## config.mk

```make
export PLATFORM = sky130hd
export DESIGN_NAME = alu_src_b_stage
export DESIGN_NICKNAME = d
export VERILOG_FILES = /design/src/rtl/alu_src_b_pkg.sv /design/src/rtl/alu_src_b_format.sv /design/src/rtl/alu_src_b_stage.sv
export SDC_FILE = /design/constraint.sdc
export NUM_CORES = 1
export LEC_CHECK = 0
export ABC_AREA = 0
export BUFFER_PORTS_ARGS = -buffer_cell sky130_fd_sc_hd__buf_2
export CAP_MARGIN = 20
export CORE_MARGIN = 2
export CORE_UTILIZATION = 40
export DETAILED_ROUTE_END_ITERATION = 6
export HOLD_SLACK_MARGIN = 0.1
export PLACE_DENSITY = 0.8
export SYNTH_ARGS = -nofsm -noshare
export SYNTH_HDL_FRONTEND = slang
export SYNTH_HIERARCHICAL = 1
export SYNTH_SLANG_ARGS = --single-unit
```

## constraint.sdc

```tcl
create_clock -name clk -period 9.7 [get_ports clk]
set_clock_uncertainty 0.1 [all_clocks]
set_input_delay 0.485 -clock clk [delete_from_list [all_inputs] [get_ports clk]]
set_output_delay 0.485 -clock clk [all_outputs]
set_load 0.02 [all_outputs]
```

## src/rtl/alu_src_b_pkg.sv

```systemverilog
// Shared selector encoding for the ALU operand-B source select and FIFO stage.
package alu_src_b_pkg;

    localparam int SEL_W = 3;

    localparam logic [SEL_W-1:0] SEL_REG_B     = 3'd0;
    localparam logic [SEL_W-1:0] SEL_CONST     = 3'd1;
    localparam logic [SEL_W-1:0] SEL_SEXT      = 3'd2;
    localparam logic [SEL_W-1:0] SEL_SEXT_SHL2 = 3'd3;
    localparam logic [SEL_W-1:0] SEL_ZEXT      = 3'd4;
    localparam logic [SEL_W-1:0] SEL_JUMP      = 3'd5;
    localparam logic [SEL_W-1:0] SEL_LUI       = 3'd6;
    localparam logic [SEL_W-1:0] SEL_RSVD      = 3'd7;

    // True for selector codes that have no defined operand format.
    function automatic logic sel_is_rsvd(input logic [SEL_W-1:0] s);
        return (s == SEL_RSVD);
    endfunction

endpackage

```

## src/rtl/alu_src_b_format.sv

```systemverilog
// Combinational operand-B formatter: picks one of seven sources and flags
// reserved selector codes. Kept separate so the jump/branch path can reuse it.
module alu_src_b_format
    import alu_src_b_pkg::*;
#(
    parameter int WIDTH     = 32,
    parameter int IMM_W     = 16,
    parameter int JIMM_W    = 26,
    parameter int INC_CONST = 4
) (
    input  logic [SEL_W-1:0]  sel,
    input  logic [WIDTH-1:0]  reg_b,
    input  logic [IMM_W-1:0]  imm,
    input  logic [JIMM_W-1:0] jimm,
    input  logic [WIDTH-1:0]  pc,
    output logic [WIDTH-1:0]  operand,
    output logic              rsvd
);

    logic [WIDTH-1:0] sext;
    logic             unused_pc_low;

    assign sext = {{(WIDTH-IMM_W){imm[IMM_W-1]}}, imm};

    // The jump form only keeps the PC region bits; the low PC bits are dropped.
    assign unused_pc_low = ^pc[JIMM_W+1:0];

    // Source mux; reserved codes produce zero and raise rsvd.
    always_comb begin
        operand = '0;
        rsvd    = 1'b0;
        case (sel)
            SEL_REG_B:     operand = reg_b;
            SEL_CONST:     operand = WIDTH'(INC_CONST);
            SEL_SEXT:      operand = sext;
            SEL_SEXT_SHL2: operand = {sext[WIDTH-3:0], 2'b00};
            SEL_ZEXT:      operand = {{(WIDTH-IMM_W){1'b0}}, imm};
            SEL_JUMP:      operand = {pc[WIDTH-1:JIMM_W+2], jimm, 2'b00};
            SEL_LUI:       operand = {imm, {(WIDTH-IMM_W){1'b0}}};
            default: begin
                operand = '0;
                rsvd    = sel_is_rsvd(sel);
            end
        endcase
    end

endmodule

```

## src/rtl/alu_src_b_stage.sv

```systemverilog
// Operand-B stage: formats the selected source at accept time and queues it
// in a DEPTH-entry FIFO between the control unit and the ALU.
// Handshake: a transfer happens on a rising edge where valid and ready are
// both high; valid never waits on ready, and in_ready is derived from the
// registered occupancy only (a pop from a full FIFO frees space next cycle).
module alu_src_b_stage
    import alu_src_b_pkg::*;
#(
    parameter int WIDTH     = 32,
    parameter int IMM_W     = 16,
    parameter int JIMM_W    = 26,
    parameter int INC_CONST = 4,
    parameter int DEPTH     = 2
) (
    input  logic                       clk,
    input  logic                       reset,
    input  logic                       flush,
    input  logic                       in_valid,
    output logic                       in_ready,
    input  logic [SEL_W-1:0]           sel,
    input  logic [WIDTH-1:0]           reg_b,
    input  logic [IMM_W-1:0]           imm,
    input  logic [JIMM_W-1:0]          jimm,
    input  logic [WIDTH-1:0]           pc,
    output logic                       out_valid,
    input  logic                       out_ready,
    output logic [WIDTH-1:0]           out_data,
    output logic                       sel_err,
    output logic [$clog2(DEPTH+1)-1:0] count
);

    localparam int PTR_W = (DEPTH > 1) ? $clog2(DEPTH) : 1;
    localparam int CNT_W = $clog2(DEPTH+1);

    logic [WIDTH-1:0] mem [DEPTH];
    logic [PTR_W-1:0] wr_ptr;
    logic [PTR_W-1:0] rd_ptr;
    logic [WIDTH-1:0] fmt_operand;
    logic             fmt_rsvd;
    logic             push;
    logic             pop;

    // Pointers advance modulo DEPTH, which need not be a power of two.
    function automatic logic [PTR_W-1:0] ptr_inc(input logic [PTR_W-1:0] p);
        return (p == PTR_W'(DEPTH-1)) ? '0 : p + 1'b1;
    endfunction

    alu_src_b_format #(
        .WIDTH     (WIDTH),
        .IMM_W     (IMM_W),
        .JIMM_W    (JIMM_W),
        .INC_CONST (INC_CONST)
    ) u_format (
        .sel     (sel),
        .reg_b   (reg_b),
        .imm     (imm),
        .jimm    (jimm),
        .pc      (pc),
        .operand (fmt_operand),
        .rsvd    (fmt_rsvd)
    );

    // flush wins over both transfers, so neither side moves during it.
    assign in_ready  = (count != CNT_W'(DEPTH));
    assign out_valid = (count != '0);
    assign push      = in_valid & in_ready & ~flush;
    assign pop       = out_valid & out_ready & ~flush;
    assign out_data  = out_valid ? mem[rd_ptr] : '0;

    // Control state: pointers, occupancy and the reserved-select pulse.
    always_ff @(posedge clk or negedge reset) begin
        if (!reset) begin
            wr_ptr  <= '0;
            rd_ptr  <= '0;
            count   <= '0;
            sel_err <= 1'b0;
        end else if (flush) begin
            wr_ptr  <= '0;
            rd_ptr  <= '0;
            count   <= '0;
            sel_err <= 1'b0;
        end else begin
            sel_err <= push & fmt_rsvd;
            if (push) begin
                wr_ptr <= ptr_inc(wr_ptr);
            end
            if (pop) begin
                rd_ptr <= ptr_inc(rd_ptr);
            end
            case ({push, pop})
                2'b10:   count <= count + 1'b1;
                2'b01:   count <= count - 1'b1;
                default: count <= count;
            endcase
        end
    end

    // Storage is written on accept only; its contents are meaningless when empty.
    always_ff @(posedge clk) begin
        if (push) begin
            mem[wr_ptr] <= fmt_operand;
        end
    end

endmodule

```

==> flow_summary.toml <==
[sta]
fin_crit_ns = 2.65
hold_violations = 0
finalCritPeriodShare = 0.273
worstMarginPinSlew_ns = 1.01
final_count_of_negative_setup_slack_endpoints = 0
relSlewSlack = 0.325
rsz0062_at_grt = "false"
tns_ns = 0
worst_setup_margin_ns = 7.05
max_clock_freq_mhz = 378
final-max-slew-violation-count = 0

[placement]
number_of_i_o_port_buffers = 122
detailed_place_hpwl_um = 7040
gp_routability_congestion = 0.742
placement.setup.worst_slack_ns = 7.10

[drt]
detail_route.first_pass.iterations = 6
dr.first_iter.drc_count = 121
routed_wire_length_per_instance_um = 17.2
detail_route.wirelength_um = 9870
avgViaCountPerCell = 5.32
post-route-drc-count = 0
via_count = 3057
drt.antenna.violating_nets = 0

[finish]
synthesis_to_finish_area_growth_pct = 19.4
area_used_by_sequential_logic_in_the_layout_sq_mm = 0.00205
finalNetCount = 551
nFillCells = 927
area_of_combinational_cells_with_multiple_inputs_sq_mm = 0.00164
final_cell_mix = "sky130_fd_sc_hd__buf_2 (122), sky130_fd_sc_hd__edfxtp_1 (64), sky130_fd_sc_hd__mux2i_1 (52), sky130_fd_sc_hd__nor2_1 (37), sky130_fd_sc_hd__a21oi_1 (22)"
drive_gt1_frac = 0.380
mostFrequentLayoutCell = "sky130_fd_sc_hd__buf_2"
insertedDiodeCount = 0

[setup_path]
cp-end-kind = "primary output"
slowest_stage = "sky130_fd_sc_hd__dfrtp_2"
worstSetupStartpointType = "flop"
critical_path_peak_fanout = 33
critical_path.max_stage_delay_ns = 1.04
crit_path_cell_trace = "mux2i_1 > nor2_1 > buf_2"
critPathRequiredTime_ns = 9.12
critical_path_arrival_ns = 2.06
critical_path_buf_inv_count = 1
cp_top_family = "flip-flops"
path_class = "reg2out"

[die]
coreArea_sq_mm = 0.00964
initial_utilization = 0.406
core.rowCount = 36
top_level_ports = 151
die_w_um = 103
die_area_sq_mm = 0.0106
die_h_um = 103

[synthesis]
synthesis.nets = 441
yosysTopAreaCell = "sky130_fd_sc_hd__edfxtp_1"
syn-instance-count = 327
synth_cell_type_count = 47
yosys.area_share.adder = 0
xor_xnor_portion_of_the_synthesized_cell_area = 0.00224
ys_ff_latch = 69
synth_compound_area_frac = 0.179
synthesis.area_per_instance_sq_um = 12.0
synth_simple_gate_area_frac = 0.0958
synthMuxAreaShare = 0.139
ys.warnings.count = 6
fraction_of_post_synthesis_cell_area_in_the_top_cell_type_by_area = 0.491
synth.area.top_cells = "sky130_fd_sc_hd__edfxtp_1 (49%), sky130_fd_sc_hd__mux2i_1 (13%), sky130_fd_sc_hd__nor2_1 (3.6%)"
syn_std_cell_area_sq_mm = 0.00392
yosysSeqAreaShare = 0.523
synth_top_family_by_area = "compound AO/OA/AOI/OAI gates"

[global_route]
maximum_number_of_pins_on_one_net_before_global_route_repair = 50
first_global_vias = 2929
grt_first_pass_wirelength_um = 15100
antenna_violations_before_repair = 0
globalRoute.totalOverflow = 0
grtUsageTotal = 0.193

[cts]
htree_num_levels = 3
insertion_delay_to_the_later_sink_of_the_worst_skew_pair_ns = 0.33
max-clock-path-buffers = 2
cts-root-buf = "sky130_fd_sc_hd__clkbuf_8"
post-cts-setup-buffers = 0
worst_setup_hold_path_clk_slew_ns = 0.07
tritoncts = "done"
clock_sinks = 69
cts-buffers-inserted = 9

[power]
cellLeakagePower_nw = 1.88
peakVddDrop_mv = 0.0589
power_density_mw_per_mm2 = 145

[job]
cap_violations = 0

[hold_path]
holdCritPathClass = "in2reg"

[run_status]
status = "completed"
[what timing repair did]
| action | 4_1_cts | 5_1_grt |
|---|---|---|
| gates resized for setup | 0 | 0 |
| hold buffers | 1 | 0 |
| setup endpoints to repair | 0 | 0 |
| hold endpoints to repair | 5 | 0 |
[registers in the layout, summed over array words and instances (netlist names)]
name and flops:
sel_err 1, mem 64, rd_ptr 1, count 2
wr_ptr 1
[path summary, 6_finish.rpt]
| check | from | end | slack (ns) | depth (start not counted) |
|---|---|---|---|---|
| setup / recovery | rd_ptr | out_data[31] | 7.05 | 3 |
| hold / removal | flush | wr_ptr | 0.29 | 2 |
| min in group asynchronous | reset | sel_err | 0.39 | 2 |
| hold reg to reg | wr_ptr | wr_ptr | 0.50 | 2 |
| setup reg to reg | count[1] | mem[1][19] | 7.87 | 4 |
| max in group asynchronous | reset | rd_ptr | 8.96 | 2 |
[cells by family after synthesis]
group	after synthesis
AO/OA/AOI/OAI	93
XOR/XNOR	1
buffers and inverters	34
flip-flops	69
multiplexers	54
AND/OR/NAND/NOR	76
[area by class of cell]
cell class,instances,area share
Clock buffer,13,0.0297
Inverter,6,0.00482
Sequential cell,69,0.438
Multi-Input combinational cell,224,0.350
Timing Repair Buffer,127,0.139
Clock inverter,3,0.00321
Tap cell,133,0.0356
[through the flow]
stage           util  cells  instance area [sq um]  hold WS (ns)  power (W)
2_1_floorplan      -    327                   3920        0.0894   0.000452
3_3_place_gp   0.468    558                   4510         0.200   0.000495
3_5_place_dp   0.468    558                   4510         0.206   0.000498
4_1_cts        0.485    575                   4680         0.274   0.000687
5_1_grt        0.485    575                   4680         0.285   0.000712
6_report       0.485    575                   4680         0.289   0.000679
[per-layer routing]
| metal | vias up | GRT usage | wire, um | part of all wire |
|---|---|---|---|---|
| li1 | 1469 | - | - | - |
| met1 | 1457 | 0.243 | 4060 | 0.41 |
| met2 | 117 | 0.321 | 4970 | 0.50 |
| met3 | 14 | 0.0427 | 619 | 0.063 |
| met4 | 0 | 0.0810 | 225 | 0.023 |
| met5 | - | 0 | 0 | 0 |
[synthesized netlist by cell type (all sizes together)]
cell type	count
o21ai	4
buf	25
and3	1
mux2i	52
edfxtp	64
o211ai	2
nand2b	2
o22ai	12
nor3b	1
or2	2
nand4b	1
a2bb2oi	10
clkbuf	3
nor4	1
o221ai	2
a311o	1
a21oi	22
inv	5
and2	8
clkinv	1
a211oi	20
nand4	1
nor2b	5
a21o	7
nor3	1
a22oi	7
or3	1
nand3	1
dfrtp	5
nand2	11
nor2	39
mux2	2
xor2	1
nand3b	1
a31o	6
[power by group]
group	internal [W]	switching [W]	total, W
Clock	0.0000919	0.0000956	0.000187
Combinational	0.0000575	0.0000811	0.000139
Sequential	0.000343	0.0000103	0.000353
Total	0.000492	0.000187	0.000679
Power figures use the tool's default switching activity.
